<file path="config.mk">
export PLATFORM = sky130hd
export DESIGN_NAME = ram1_arbiter
export DESIGN_NICKNAME = d
export VERILOG_FILES = /design/src/rtl/ram1_arbiter.sv
export SDC_FILE = /design/constraint.sdc
export NUM_CORES = 1
export LEC_CHECK = 0
export CAP_MARGIN = 20
export CELL_PAD_IN_SITES_DETAIL_PLACEMENT = 2
export CELL_PAD_IN_SITES_GLOBAL_PLACEMENT = 2
export CORE_MARGIN = 2
export CORE_UTILIZATION = 36
export DETAILED_ROUTE_END_ITERATION = 10
export DONT_BUFFER_PORTS = 1
export PLACE_DENSITY_LB_ADDON = 0.1
export SLEW_MARGIN = 15
export SYNTH_ARGS = -nofsm -noshare
export SYNTH_HDL_FRONTEND = slang
export SYNTH_SLANG_ARGS = --single-unit
</file>
<file path="constraint.sdc">
create_clock -name clk -period 2.3 [get_ports clk]
set_clock_uncertainty 0.1 [all_clocks]
set_input_delay 0.23 -clock clk [delete_from_list [all_inputs] [get_ports clk]]
set_output_delay 0.23 -clock clk [all_outputs]
set_load 0.02 [all_outputs]
</file>
<file path="src/rtl/ram1_arbiter.sv">
// ram1_arbiter
//   Two-requester round-robin front end for a single-port 1024x32 RAM with
//   byte enables and a registered-address read. At most one access per
//   cycle is issued; reads come back through a 2-stage tag pipeline with a
//   per-port readdatavalid strobe.
//
// Ports
//   clk, reset           rising-edge clock, async active-high reset
//   freeze               blocks new grants, in-flight reads keep draining
//   mN_*  (N = 0,1)      Avalon-MM slave side: address, byteenable, read,
//                        write, writedata in; waitrequest, readdata,
//                        readdatavalid out
//   ram_*                RAM slave port: address, byteenable, chipselect,
//                        write, writedata, clken out; readdata in

// Per-port read-return register. Captures RAM q when the stage-1 tag points
// at this port; the valid strobe is just the stage-2 tag match.
module ram1_arbiter_port #(
    parameter int DATA_W = 32
) (
    input  logic              clk,
    input  logic              reset,
    input  logic              capture,
    input  logic              hit,
    input  logic [DATA_W-1:0] ram_readdata,
    output logic [DATA_W-1:0] readdata,
    output logic              readdatavalid
);
    always_ff @(posedge clk or posedge reset) begin
        if (reset)        readdata <= '0;
        else if (capture) readdata <= ram_readdata;
    end

    assign readdatavalid = hit;
endmodule

module ram1_arbiter #(
    parameter int ADDR_W = 10,
    parameter int DATA_W = 32
) (
    input  logic                clk,
    input  logic                reset,
    input  logic                freeze,
    input  logic [ADDR_W-1:0]   m0_address,
    input  logic [DATA_W/8-1:0] m0_byteenable,
    input  logic                m0_read,
    input  logic                m0_write,
    input  logic [DATA_W-1:0]   m0_writedata,
    output logic                m0_waitrequest,
    output logic [DATA_W-1:0]   m0_readdata,
    output logic                m0_readdatavalid,
    input  logic [ADDR_W-1:0]   m1_address,
    input  logic [DATA_W/8-1:0] m1_byteenable,
    input  logic                m1_read,
    input  logic                m1_write,
    input  logic [DATA_W-1:0]   m1_writedata,
    output logic                m1_waitrequest,
    output logic [DATA_W-1:0]   m1_readdata,
    output logic                m1_readdatavalid,
    output logic [ADDR_W-1:0]   ram_address,
    output logic [DATA_W/8-1:0] ram_byteenable,
    output logic                ram_chipselect,
    output logic                ram_write,
    output logic [DATA_W-1:0]   ram_writedata,
    output logic                ram_clken,
    input  logic [DATA_W-1:0]   ram_readdata
);
    localparam int BE_W      = DATA_W / 8;
    localparam int NUM_PORTS = 2;
    localparam int STAGES    = 2;

    logic [NUM_PORTS-1:0][ADDR_W-1:0] addr;
    logic [NUM_PORTS-1:0][BE_W-1:0]   be;
    logic [NUM_PORTS-1:0][DATA_W-1:0] wdata;
    logic [NUM_PORTS-1:0][DATA_W-1:0] rdata;
    logic [NUM_PORTS-1:0]             rd, wr, req, grant, rvalid;

    assign addr  = {m1_address, m0_address};
    assign be    = {m1_byteenable, m0_byteenable};
    assign wdata = {m1_writedata, m0_writedata};
    assign rd    = {m1_read, m0_read};
    assign wr    = {m1_write, m0_write};
    assign req   = rd | wr;

    // last_grant = 1 means m1 won most recently, so m0 wins the next tie.
    logic last_grant;
    logic sel;
    logic rd_issue;

    // Reset is folded in so waitrequest is forced high while reset is held.
    always_comb begin
        grant = '0;
        if (!reset && !freeze) begin
            if (&req) grant = last_grant ? 2'b01 : 2'b10;
            else      grant = req;
        end
    end

    // sel stays 0 when idle, so the RAM bus shows m0's values.
    assign sel = grant[1];

    assign m0_waitrequest = ~grant[0];
    assign m1_waitrequest = ~grant[1];

    assign ram_address    = addr[sel];
    assign ram_byteenable = be[sel];
    assign ram_writedata  = wdata[sel];
    assign ram_chipselect = |grant;
    assign ram_write      = (|grant) & wr[sel];
    assign ram_clken      = 1'b1;

    // read+write together is a write: no response tag.
    assign rd_issue = (|grant) & rd[sel] & ~wr[sel];

    // Stage 1: RAM has the address, q valid this cycle.
    // Stage 2: data sits in the port register, valid strobe out.
    logic [STAGES:1] vld_pipe;
    logic [STAGES:1] port_pipe;

    always_ff @(posedge clk or posedge reset) begin
        if (reset) begin
            last_grant <= 1'b1;
            vld_pipe   <= '0;
            port_pipe  <= '0;
        end else begin
            if (|grant) last_grant <= sel;
            vld_pipe  <= {vld_pipe[STAGES-1:1], rd_issue};
            port_pipe <= {port_pipe[STAGES-1:1], sel};
        end
    end

    for (genvar i = 0; i < NUM_PORTS; i++) begin : g_port
        ram1_arbiter_port #(.DATA_W(DATA_W)) u_port (
            .clk          (clk),
            .reset        (reset),
            .capture      (vld_pipe[1] & (port_pipe[1] == 1'(i))),
            .hit          (vld_pipe[STAGES] & (port_pipe[STAGES] == 1'(i))),
            .ram_readdata (ram_readdata),
            .readdata     (rdata[i]),
            .readdatavalid(rvalid[i])
        );
    end

    assign m0_readdata      = rdata[0];
    assign m1_readdata      = rdata[1];
    assign m0_readdatavalid = rvalid[0];
    assign m1_readdatavalid = rvalid[1];
endmodule

</file>
# After elaboration in Yosys (flattened, before gate mapping)
# Cells that the tools add are included.
# W data, S select, Z words.
[op_classes]
bitwise_logic = 13
muxes = 13
reduce_logical = 5
magnitude_cmp = 1
eq_ne = 0
n_mul = 0
shifts = 0
add_sub_neg = 0
div = 0
[op_table]
columns = ["cell", "count"]
rows = [
  ["$mux W32", 2],
  ["$mux W10", 2],
  ["$mux W4", 2],
  ["$and A1 B1 Y1", 7],
  ["$mux W2", 3],
  ["$not A1 Y1", 5],
  ["$mux W1", 4],
  ["$logic_not A1 Y1", 2],
  ["$lt A1 B2 Y1 const B", 1],
  ["$or A2 B2 Y2", 1],
  ["$reduce_and A2 Y1", 1],
  ["$reduce_or A2 Y1", 1],
  ["$logic_and A1 B1 Y1", 1],
]
[word_totals]
in_bits = 131
mem_bits_ro = 0
output_inout_bits = 117
elab_cells = 37
reg_bits = 69
ramBits = 0
memories = 0
latchBits = 0

# Longest topological paths before layout
# Gate-level depths: netlist of the first run.
[logic_depth]
word_depth = 8
mapped_depth = 5
mapped_depth_nobuf = 3

# By module
# From an unflattened synthesis of the first run, not the netlist that was laid out.
[unflattened]
hier_cells = 221
area_unflattened_um2 = 3598.5
[modules_own_cells]
columns = ["module", "seq_area_each_um2", "area_per_inst_um2", "cells_per_inst", "instances"]
rows = [
  ["ram1_arbiter_port", 800.8, 1356.3, 70, 2],
  ["ram1_arbiter", 126.4, 885.8, 81, 1],
]

# Least setup slack after synthesis of the first run
# Ideal clock, no wire load.
[synth_path]
kind = "flip-flop to output port"
startpoint = "register last_grant"
endpoint = "output port ram_writedata[23]"
path_slack_ps = 565
arrival_ps = 1405
path_stages_with_launch = 5
path_buffers = 1
required_time_ps = 1970
cell_sequence = "dfstp_2 > o21ai_2 > o211ai_2 > buf_2 > mux2_2"
[synth_via]
elab_chain_cells = 5
[synth_rtl]
columns = ["element", "line_no", "rtl"]
rows = [
  ["start, declared", "86", "logic last_grant;"],
  ["start signal, assigned", "126", "if (|grant) last_grant <= sel;"],
  ["$mux W2 (2 in series)", "94", "if (&req) grant = last_grant ? 2'b01 : 2'b10;"],
  ["$mux W2", "93", "if (!reset && !freeze) begin"],
  ["$mux W32 (implied by the code) (2 in series)", "107", "assign ram_writedata = wdata[sel];"],
  ["end, declared", "64", "output logic [DATA_W-1:0] ram_writedata,"],
]
# Every way passes these cells. The select of a mux whose other input is x is not followed.

# Worst setup path after layout of the first run
[layout_path]
startpoint = "register last_grant"
endpoint = "output port ram_address[4]"
[layout_via]
elab_chain_cells = 5
[layout_rtl]
columns = ["element", "line_no", "rtl"]
rows = [
  ["$mux W2 (2 in series)", "94", ""],
  ["$mux W2", "93", ""],
  ["$mux W10 (implied by the code) (2 in series)", "105", "assign ram_address = addr[sel];"],
  ["end, declared", "60", "output logic [ADDR_W-1:0] ram_address,"],
]
# Every way passes these cells. The select of a mux whose other input is x is not followed.

==> results of run 1 <==
-- kinds of logic (layout without fill, tap and decap cells) --
family | count (synthesis) | count (layout) | synth area share (%)
flip-flops | 69 | 69 | 52.77
buffers and inverters | 15 | 65 | 2.828
other | 1 | 1 | 0.1145
multiplexers | 111 | 111 | 40.43
AND/OR/NAND/NOR | 12 | 12 | 1.835
AO/OA/AOI/OAI | 9 | 9 | 2.025
-- worst reg2reg max path, cell delays in order (launching register included) --
cell and delay [ns]:
dfrtp_1 0.41, nand2b_1 0.10, buf_4 0.30, mux2_2 0.39
-- routing by layer --
metal / wire length (um) / share of wire, %
met5: 0 / 0
met4: 189 / 1.9
met3: 777 / 7.8
met2: 5521 / 55
met1: 3461 / 35
-- worst min path at each step --
stage                     start                            end  cells after the start
3_3_place_gp              reset                    vld_pipe[1]                      1
5_1_grt                  freeze                     last_grant                      2
3_5_place_dp              reset                    vld_pipe[1]                      1
2_1_floorplan  ram_readdata[23]  g_port[0].u_port.readdata[23]                      1
6_report                 freeze                     last_grant                      2
4_1_cts                  freeze                     last_grant                      2
-- synthesized netlist by cell type --
cell type  count  area share (%)
nand2_1        2            0.23
o21ai_0        2            0.31
nor2_2         1            0.19
mux2_4        20             9.2
nand2b_1       2            0.38
o21ai_2        1            0.27
nor2_1         3            0.34
o211ai_2       1            0.38
buf_6          3             1.0
mux2_1         2            0.69
buf_4          1            0.23
conb_1         1            0.11
dfrtp_1       68              52
mux2_2        88              30
clkbuf_1       1            0.11
a21boi_0       1            0.23
dfstp_2        1            0.80
mux2i_1        1            0.31
o21bai_1       1            0.23
inv_1          2            0.23
nor3_1         2            0.31
and2_1         1            0.19
o21a_1         1            0.23
buf_2          8             1.2
a22oi_1        1            0.23
a21oi_1        1            0.15
nor2b_1        1            0.19
-- registers in the layout (all words and copies together) (netlist names) --
signal                  cells
last_grant                  1
vld_pipe                    2
g_port.u_port.readdata     64
port_pipe                   2
-- placed cells by master (no fill, tap or decap), types with 2 or more instances in the layout --
| master | n |
|---|---|
| buf_4 | 8 |
| nand2_1 | 2 |
| mux2_1 | 2 |
| mux2_4 | 20 |
| nor2_1 | 3 |
| dlygate4sd3_1 | 37 |
| clkinv_2 | 3 |
| nand2b_1 | 2 |
| clkbuf_8 | 10 |
| dfrtp_1 | 68 |
| nor3_1 | 2 |
| clkinv_4 | 2 |
| mux2_2 | 88 |
| o21ai_0 | 2 |
-- power groups by stage --
stage	Combinational, uW	Sequential [uW]	Clock [uW]
global placement	582	2180	0
CTS	683	2170	1010
finish	675	2160	988
floorplan	536	2090	0
detailed placement	623	2190	0
global route	728	2200	1080
-- metrics by stage --
| stage | instance area (sq um) | hold WS, ns | cells |
|---|---|---|---|
| after global routing | 3995 | 0.02247 | 375 |
| after floorplan | 3274 | 0.2617 | 217 |
| after CTS | 3981 | 0.003333 | 374 |
| after global placement | 3421 | 0.1344 | 322 |
| final | 3995 | 0.03014 | 375 |
| after detailed placement | 3421 | 0.1407 | 322 |
-- timing repair --
action / 4_1_cts / 5_1_grt
resized for setup: 0 / 1
buffers inserted: 0 / 0
setup endpoints to repair: 0 / 18
endpoints found under the hold margin: 94 / 1
hold buffers: 36 / 1
-- cell type report --
type,count,area (sq um),area share (%)
clock buffers,10,137.6,3.445
flip-flops and latches,69,1728,43.25
repair buffers,47,461.7,11.56
clock inverters,6,62.56,1.566
inverters,2,7.507,0.1879
well taps,108,135.1,3.382
multi-input cells,133,1463,36.61
==> results by group, run 1 <==
Power and ir drop
  – PwrDens: 957.7 mW/mm^2
  – Seq pwr share: between 50% and 60%
  – Max IR drop VDD: 0.2735 mV
  – Net switching power: 1396 uW
  – Sw Ratio: a little over a third
  – Total power after layout: 3826 uW
  – Leakage power: 0.001753 uW
  – Internal power: roughly 2400 uW
  – Comb pwr share: 17.6%
  – Clock power frac: 25.8%

Worst setup path
  – Reg2reg path depth: 3
  – Largest fanout on the critical path: 29
  – Crit-path cells: o21ai_2 -> o211ai_4 -> buf_12 -> mux2_2
  – Critical Path End Type: primary output
  – Crit start category: flop
  – CP peak stage delay: 0.59 ns
  – Crit-path leading delay family: flip-flops
  – CP Capture Point: ram_address[4]
  – CP Class: reg2out
  – Worst Path Arrival: approximately 1.8 ns
  – Req. time, crit path: 1.97 ns
  – Worst R2R End: g_port[0].u_port.readdata[10]
  – FF-to-FF setup slack: between 0.8 and 0.9 ns
  – CP max stage cell: dfstp_2
  – WP buf/inv: 1
  – CP Launch Point: last_grant
  – R2r startpoint: vld_pipe[1]
  – Cell count along the critical path: 4

Timing
  – Tcrit/Tclk final: 94.40%
  – Max frequency: 460.6 MHz
  – Setup slack after layout: approximately 0.13 ns
  – Max_slew headroom: 56.89%
  – RSZ-0062 raised after global routing: false
  – Worst Tran Pin Value: 0.6398 ns
  – Slew Limit Fails: 0
  – Number of setup violations in the final report: 0
  – Min Tclk post-route: 2.171 ns
  – Final hold vios: 0
  – Setup TNS: 0 ns

Flow run
  – Max Cap Viol: 0

Yosys
  – Mean area per synthesized cell: 15.09 sq um
  – Post-synth net total: about 350
  – Area of the mapped netlist: 0.003274 sq mm
  – Count of cell types in the netlist: 27
  – Synthesized flop and latch total: 69
  – Post-synthesis sequential area ratio: a little over half
  – Count of warnings emitted by yosys: 0
  – Synth Instances: 217

Placed design
  – Setup Slack @ Placement: between 0.4 and 0.5 ns
  – GP Congestion: 0.9175
  – Port bufs: 0
  – Dpl hpwl: 7.793 mm

Floorplanning
  – Starting density of the core: 37.36%
  – Std-Cell Rows: 34
  – Die span in x: between 90 and 100 um
  – Core Footprint: between 0.008 and 0.009 sq mm
  – Total die area: 0.009874 sq mm
  – Top Ports: 248
  – Die Y: 99.37 um

Final layout
  – N_diodes: 0
  – Post-layout util: 45.59%
  – Layout Nets: slightly below 400
  – Area grow syn2layout: 22.01%
  – FILL cells: 840
  – Share of cells above drive strength 1: 52.06%

Clocking
  – # H-tree levels: 3
  – CTS max path bufs: 2
  – Cts bufs inserted: 9
  – CTS Sinks: 69
  – Root Driver: clkbuf_8
  – CTS tree: built
  – Clk_lat worst skew: around 0.33 ns
  – Clock slew at reported path FFs: 0.07 ns

Route
  – Final WL: about 10 mm
  – DRC viols: 0
  – Vias: 2,032
  – Initial drt markers: 43
  – Post-DRT Antenna Nets: 0
  – Vias per cell: 5.419
  – Initial DRT Pass Iterations: 4
  – Wire per inst: around 27 um

Global route
  – Global-route wire length before repair: roughly 15 mm
  – Met2 Use GR: between 30% and 40%
  – Top Usage Layer GRT: met2
  – Pin count of the biggest net entering global routing: 32
  – Number of global-route vias before repair: 2,417
  – Initial antenna violation count: 0
  – Met1 Usage GRT: between 20% and 30%
  – M3 GR Usage: 6.114%
  – Remaining Overflow, GRT: 0
  – Total GRT Usage: 19.48%

Outcome
  – Outcome: completed

Min path
  – Path category of the worst min-delay check: in2reg
No activity file was read; power rests on OpenSTA's default activity.
==> inputs of run 2 (changes only) <==
- CORE_ASPECT_RATIO: unset -> 1.75
==> run 2 against run 1 <==
Clock-buffer cell count grew 2. Cell count grew 1.3%. Worst setup slack gained 0.0057 ns. Non-clock buffer count shrank 7.
==> results by group, run 2 (synthesis results as in run 1) <==
Power and ir drop
  – Leakage power: 0.001793 uW (was 0.001753 uW)
  – Total power after layout: 4339 uW (was 3826 uW)
  – PwrDens: 1057 mW/mm^2 (was 957.7 mW/mm^2)
  – Max IR drop VDD: 0.3807 mV (was 0.2735 mV)

Timing
  – Setup slack after layout: 0.1344 ns (was 0.1287 ns)
  – Max_slew headroom: 41.80% (was 56.89%)
  – RSZ-0062 raised after global routing: false (unchanged)
  – Final hold vios: 0 (unchanged)
  – Number of setup violations in the final report: 0 (unchanged)
  – Min Tclk post-route: 2.166 ns (was 2.171 ns)
  – Slew Limit Fails: 0 (unchanged)
  – Worst Tran Pin Value: 0.8730 ns (was 0.6398 ns)
  – Tcrit/Tclk final: 94.16% (was 94.40%)
  – Setup TNS: 0 ns (unchanged)
  – Max frequency: 461.8 MHz (was 460.6 MHz)

Final layout
  – Post-layout util: 45.71% (was 45.59%)
  – Post-route cell area: 0.004104 sq mm (was 0.003995 sq mm)
  – Commonest non-fill, non-tap cell in the layout: mux2_2 (unchanged)
  – Max reg flops: 64 (unchanged)
  – Most flops, register: g_port.u_port.readdata (unchanged)
  – Regs by FF count: g_port.u_port.readdata x64, port_pipe x2, vld_pipe x2 (unchanged)
  – FILL cells: 887 (was 840)
  – Area grow syn2layout: 25.33% (was 22.01%)
  – N_diodes: 0 (unchanged)
  – Most frequent cells in the layout: mux2_2 (88), dfrtp_1 (68), dlygate4sd3_1 (34) (was mux2_2 (88), dfrtp_1 (68), dlygate4sd3_1 (37))
  – Layout Nets: 386 (was 393)
  – Share of cells above drive strength 1: 51.92% (was 52.06%)

Worst setup path
  – R2r startpoint: port_pipe[1] (was vld_pipe[1])
  – Crit start category: flop (unchanged)
  – Reg2reg path depth: 2 (was 3)
  – Worst Path Arrival: 1.84 ns (about the same)
  – Worst R2R End: g_port[0].u_port.readdata[23] (was g_port[0].u_port.readdata[10])
  – CP Class: reg2out (unchanged)
  – Req. time, crit path: 1.97 ns (about the same)
  – FF-to-FF setup slack: 0.56 ns (was 0.88 ns)
  – Critical Path End Type: primary output (unchanged)
  – Largest fanout on the critical path: 22 (was 29)

Clocking
  – CTS tree: built (unchanged)
  – CTS max path bufs: 2 (unchanged)
  – Clk_lat worst skew: 0.32 ns (was 0.33 ns)
  – Root Driver: clkbuf_16 (was clkbuf_8)
  – Clock slew at reported path FFs: 0.05 ns (was 0.07 ns)
  – # H-tree levels: 3 (unchanged)
  – Cts bufs inserted: 9 (unchanged)
  – CTS Sinks: 69 (unchanged)

Placed design
  – Port bufs: 0 (unchanged)
  – Setup Slack @ Placement: 0.3746 ns (was 0.4377 ns)
  – GP Congestion: 0.8348 (was 0.9175)
  – DP Area: 0.003433 sq mm (was 0.003421 sq mm)
  – Dpl hpwl: 7.834 mm (was 7.793 mm)

Route
  – Initial drt markers: 29 (was 43)
  – Post-DRT Antenna Nets: 0 (unchanged)
  – Vias: 2,030 (was 2,032)
  – Vias per cell: 5.342 (was 5.419)
  – Wire per inst: 27.23 um (was 26.53 um)
  – Initial DRT Pass Iterations: 4 (unchanged)
  – DRC viols: 0 (unchanged)
  – Final WL: 10.35 mm (was 9.950 mm)

Min path
  – Path category of the worst min-delay check: in2reg (unchanged)
  – Hold path startpoint: m1_read (was freeze)
  – Hold EP: last_grant (unchanged)
  – Worst Hold Depth: 2 (unchanged)

Floorplanning
  – Total die area: 0.009905 sq mm (was 0.009874 sq mm)
  – Die span in x: 76.10 um (was 99.37 um)
  – Die Y: 130.2 um (was 99.37 um)
  – Core Footprint: 0.008979 sq mm (was 0.008763 sq mm)
  – Starting density of the core: 36.47% (was 37.36%)
  – Std-Cell Rows: 46 (was 34)
  – Top Ports: 248 (unchanged)

Global route
  – Total GRT Usage: 20.55% (was 19.48%)
  – Remaining Overflow, GRT: 0 (unchanged)
  – Initial antenna violation count: 0 (unchanged)
  – Global-route wire length before repair: 15.10 mm (was 14.56 mm)
  – Number of global-route vias before repair: 2,402 (was 2,417)
  – Pin count of the biggest net entering global routing: 45 (was 32)

Flow run
  – Max Cap Viol: 0 (unchanged)

Outcome
  – Outcome: completed (unchanged)
-- run 2: cell types whose count changed in the layout (fill, tap and decap cells not counted) --
cell           previous run  this run
buf_4                     8         2
clkbuf_8                 10         2
clkinv_2                  3         2
clkbuf_1                  0         1
nand2b_2                  0         1
buf_12                    1         3
bufinv_16                 1         2
clkinv_4                  2         0
dlygate4sd3_1            37        34
nand2b_1                  2         1
clkbuf_16                 0         9
-- run 2: repair_timing --
item,CTS,global route
endpoints found under the hold margin,90,0
buffers inserted,0,0
endpoints found under the setup margin,0,20
resized for setup,0,1
hold buffers,34,0
-- run 2: critical path: stages (launching register included) --
cell,delay (ns)
dfstp_2,0.58
o21ai_2,0.10
o211ai_4,0.11
buf_6,0.28
mux2_2,0.45
-- run 2: layout make-up --
class | instances | area [sq um] | area share (%)
flip-flops and latches | 69 | 1728 | 42.10
multi-input cells | 133 | 1465 | 35.70
repair buffers | 40 | 426.7 | 10.40
clock buffers | 12 | 256.5 | 6.250
well taps | 120 | 150.1 | 3.659
clock inverters | 4 | 70.07 | 1.707
inverters | 2 | 7.507 | 0.1829
-- run 2: how the worst max path moves through the flow --
stage | start | end | slack (ns)
6_report | last_grant | ram_writedata[31] | 0.13
5_1_grt | last_grant | ram_writedata[24] | 0.04
4_1_cts | last_grant | ram_writedata[31] | 0.02
3_5_place_dp | last_grant | ram_writedata[31] | 0.37
3_3_place_gp | last_grant | ram_writedata[31] | 0.45
2_1_floorplan | reset | g_port[0].u_port.readdata[0] | 0.23
-- run 2: per-layer routing --
layer	up-vias	wire, um	GRT usage, %
met5	-	0	0
met4	0	252	8.235
met2	155	5757	38.45
met3	17	1021	8.160
met1	1010	3315	20.30
li1	848	-	-
-- run 2: metrics by stage --
step	hold WS, ns	instances
floorplan	0.2617	217
global placement	0.08913	330
detailed placement	0.1216	330
CTS	0.01564	380
global route	0.03302	380
finish	0.03252	380
-- run 2: report_power, final --
part	switching [uW]	total [uW]	internal, uW
clock network	482	1490	1000
registers	640	2170	1530
logic	311	683	371
==> inputs of run 3 (changes only) <==
- PLACE_DENSITY: unset -> 0.82
- PLACE_DENSITY_LB_ADDON: 0.1 -> unset
==> run 3 against run 2 <==
Maximum frequency grew 0.24%. Total power increased by 0.93%. First-iteration DRC count rose by 48%. Clock-buffer cell count is 2 lower. Largest cell class unchanged. Register-to-register slack better by 0.12 ns. Wire length up 8.4%. Critical path type unchanged.
==> results by group, run 3 (synthesis results as in run 1) <==
Outcome
  – Outcome: completed (unchanged)

Flow run
  – Max Cap Viol: 0 (unchanged)

Power and ir drop
  – Max IR drop VDD: 0.3678 mV (was 0.3807 mV)
  – PwrDens: 1052 mW/mm^2 (was 1057 mW/mm^2)
  – Leakage power: 0.001821 uW (was 0.001793 uW)

Clocking
  – Post_cts resized: 0 (unchanged)
  – Root Driver: clkbuf_16 (unchanged)
  – Clock slew at reported path FFs: 0.05 ns (about the same)
  – # H-tree levels: 3 (unchanged)
  – CTS tree: built (unchanged)
  – CTS max path bufs: 2 (unchanged)
  – Clk_lat worst skew: 0.32 ns (about the same)
  – Cts bufs inserted: 9 (unchanged)
  – CTS Sinks: 69 (unchanged)

Route
  – WL met2: 6.327 mm (was 5.757 mm)
  – Wire per inst: 28.98 um (was 27.23 um)
  – Top layer in use: met4 (unchanged)
  – Initial drt markers: 43 (was 29)
  – Post-DRT Antenna Nets: 0 (unchanged)
  – Vias: 2,114 (was 2,030)
  – Final WL: 11.22 mm (was 10.35 mm)
  – Vias per cell: 5.463 (was 5.342)
  – Met1 WL: 3.563 mm (was 3.315 mm)
  – DRC viols: 0 (unchanged)
  – Initial DRT Pass Iterations: 4 (unchanged)
  – Met3 Routed Length: 1.035 mm (was 1.021 mm)

Floorplanning
  – Std-Cell Rows: 46 (unchanged)
  – Top Ports: 248 (unchanged)
  – Die Y: 130.2 um (unchanged)
  – Die span in x: 76.10 um (unchanged)
  – Core Footprint: 0.008979 sq mm (unchanged)
  – Total die area: 0.009905 sq mm (unchanged)
  – Starting density of the core: 36.47% (unchanged)

Min path
  – Worst Hold Depth: 2 (unchanged)
  – Hold path startpoint: reset (was m1_read)
  – Hold EP: vld_pipe[1] (was last_grant)
  – Path category of the worst min-delay check: in2reg (unchanged)

Timing
  – Tcrit/Tclk final: 93.93% (was 94.16%)
  – Setup slack after layout: 0.1396 ns (was 0.1344 ns)
  – Number of setup violations in the final report: 0 (unchanged)
  – Slew Limit Fails: 0 (unchanged)
  – Max_slew headroom: 45.95% (was 41.80%)
  – Final hold vios: 0 (unchanged)
  – RSZ-0062 raised after global routing: false (unchanged)
  – Min Tclk post-route: 2.160 ns (was 2.166 ns)
  – Worst Tran Pin Value: 0.8084 ns (was 0.8730 ns)
  – Max frequency: 462.9 MHz (was 461.8 MHz)
  – Setup TNS: 0 ns (unchanged)

Worst setup path
  – Worst Path Arrival: 1.83 ns (was 1.84 ns)
  – Reg2reg path depth: 3 (was 2)
  – CP Class: reg2out (unchanged)
  – Crit start category: flop (unchanged)
  – Req. time, crit path: 1.97 ns (about the same)
  – R2r startpoint: port_pipe[1] (unchanged)
  – Worst R2R End: g_port[0].u_port.readdata[5] (was g_port[0].u_port.readdata[23])
  – Largest fanout on the critical path: 15 (was 22)
  – Critical Path End Type: primary output (unchanged)
  – FF-to-FF setup slack: 0.68 ns (was 0.56 ns)

Final layout
  – Regs by FF count: g_port.u_port.readdata x64, port_pipe x2, vld_pipe x2 (unchanged)
  – Non-filler cells, final: 387 (was 380)
  – Most flops, register: g_port.u_port.readdata (unchanged)
  – Commonest non-fill, non-tap cell in the layout: mux2_2 (unchanged)
  – Post-layout util: 46.35% (was 45.71%)
  – Most frequent cells in the layout: mux2_2 (88), dfrtp_1 (68), dlygate4sd3_1 (33) (was mux2_2 (88), dfrtp_1 (68), dlygate4sd3_1 (34))
  – Share of cells above drive strength 1: 53.76% (was 51.92%)
  – Area grow syn2layout: 27.09% (was 25.33%)
  – Post-route cell area: 0.004161 sq mm (was 0.004104 sq mm)
  – Max reg flops: 64 (unchanged)
  – Layout Nets: 392 (was 386)

Placed design
  – Placed cell count: 332 (was 330)
  – GP Congestion: 0.8185 (was 0.8348)
  – Setup Slack @ Placement: 0.2925 ns (was 0.3746 ns)
  – Port bufs: 0 (unchanged)
  – DP Area: 0.003448 sq mm (was 0.003433 sq mm)
  – Dpl hpwl: 8.053 mm (was 7.834 mm)

Global route
  – Remaining Overflow, GRT: 0 (unchanged)
  – Number of global-route vias before repair: 2,440 (was 2,402)
  – Global-route wire length before repair: 15.63 mm (was 15.10 mm)
  – Total GRT Usage: 21.94% (was 20.55%)
  – Pin count of the biggest net entering global routing: 52 (was 45)
  – Initial antenna violation count: 1 (was 0)
## run 3: cell count changes in the layout (fill, tap and decap cells not counted), sizes merged
cell,previous run,this run
clkbuf,12,10
o211ai,1,2
clkinvlp,0,1
dlygate4sd3,34,33
diode,0,1
buf,6,12
clkinv,2,3
## run 3: critical path: stages (launching register included)
cell	delay, ns
dfstp_2	0.58
o21ai_2	0.11
o211ai_2	0.32
mux2_2	0.49
## run 3: timing repair
item | CTS | global route
endpoints found under the hold margin | 82 | 0
cloned | 1 | 0
hold buffers | 33 | 0
buffers inserted | 0 | 4
setup endpoints to repair | 18 | 18
pin swaps | 1 | 0
## run 3: layer usage
layer	vias up	track usage, %
li1	867	-
met1	1063	20.93
met2	167	42.17
met3	17	8.160
met4	0	9.198
met5	-	0
## run 3: layout make-up
class | count | area [sq um]
fill | 897 | 4817
sequential | 69 | 1728
multi-input combinational | 134 | 1478
timing repair buffer | 45 | 470.5
clock buffer | 10 | 239.0
tap | 120 | 150.1
clock inverter | 6 | 86.33
inverter | 2 | 7.507
antenna | 1 | 2.502
## run 3: power breakdown
group	total, uW	internal, uW	switching (uW)
clock	1480	976	505
combinational	720	382	338
sequential	2180	1530	649
total	4380	2890	1490
## run 3: worst max-delay path by stage
stage | start | to | slack, ns | cells after the start
after floorplan | reset | g_port[0].u_port.readdata[0] | 0.23 | 1
after global placement | last_grant | ram_writedata[20] | 0.34 | 4
after detailed placement | last_grant | ram_writedata[4] | 0.29 | 4
after CTS | last_grant | ram_writedata[4] | 0.05 | 4
after global routing | last_grant | ram_writedata[2] | 0.07 | 3
final | last_grant | ram_byteenable[2] | 0.14 | 3
## run 3: through the flow
stage                     total power (uW)  hold WS (ns)
final                                 4380       0.01655
after CTS                             4400      0.001290
after global placement                2769       0.02328
after global routing                  4566       0.01541
after detailed placement              2839       0.03706
after floorplan                       2623        0.2617
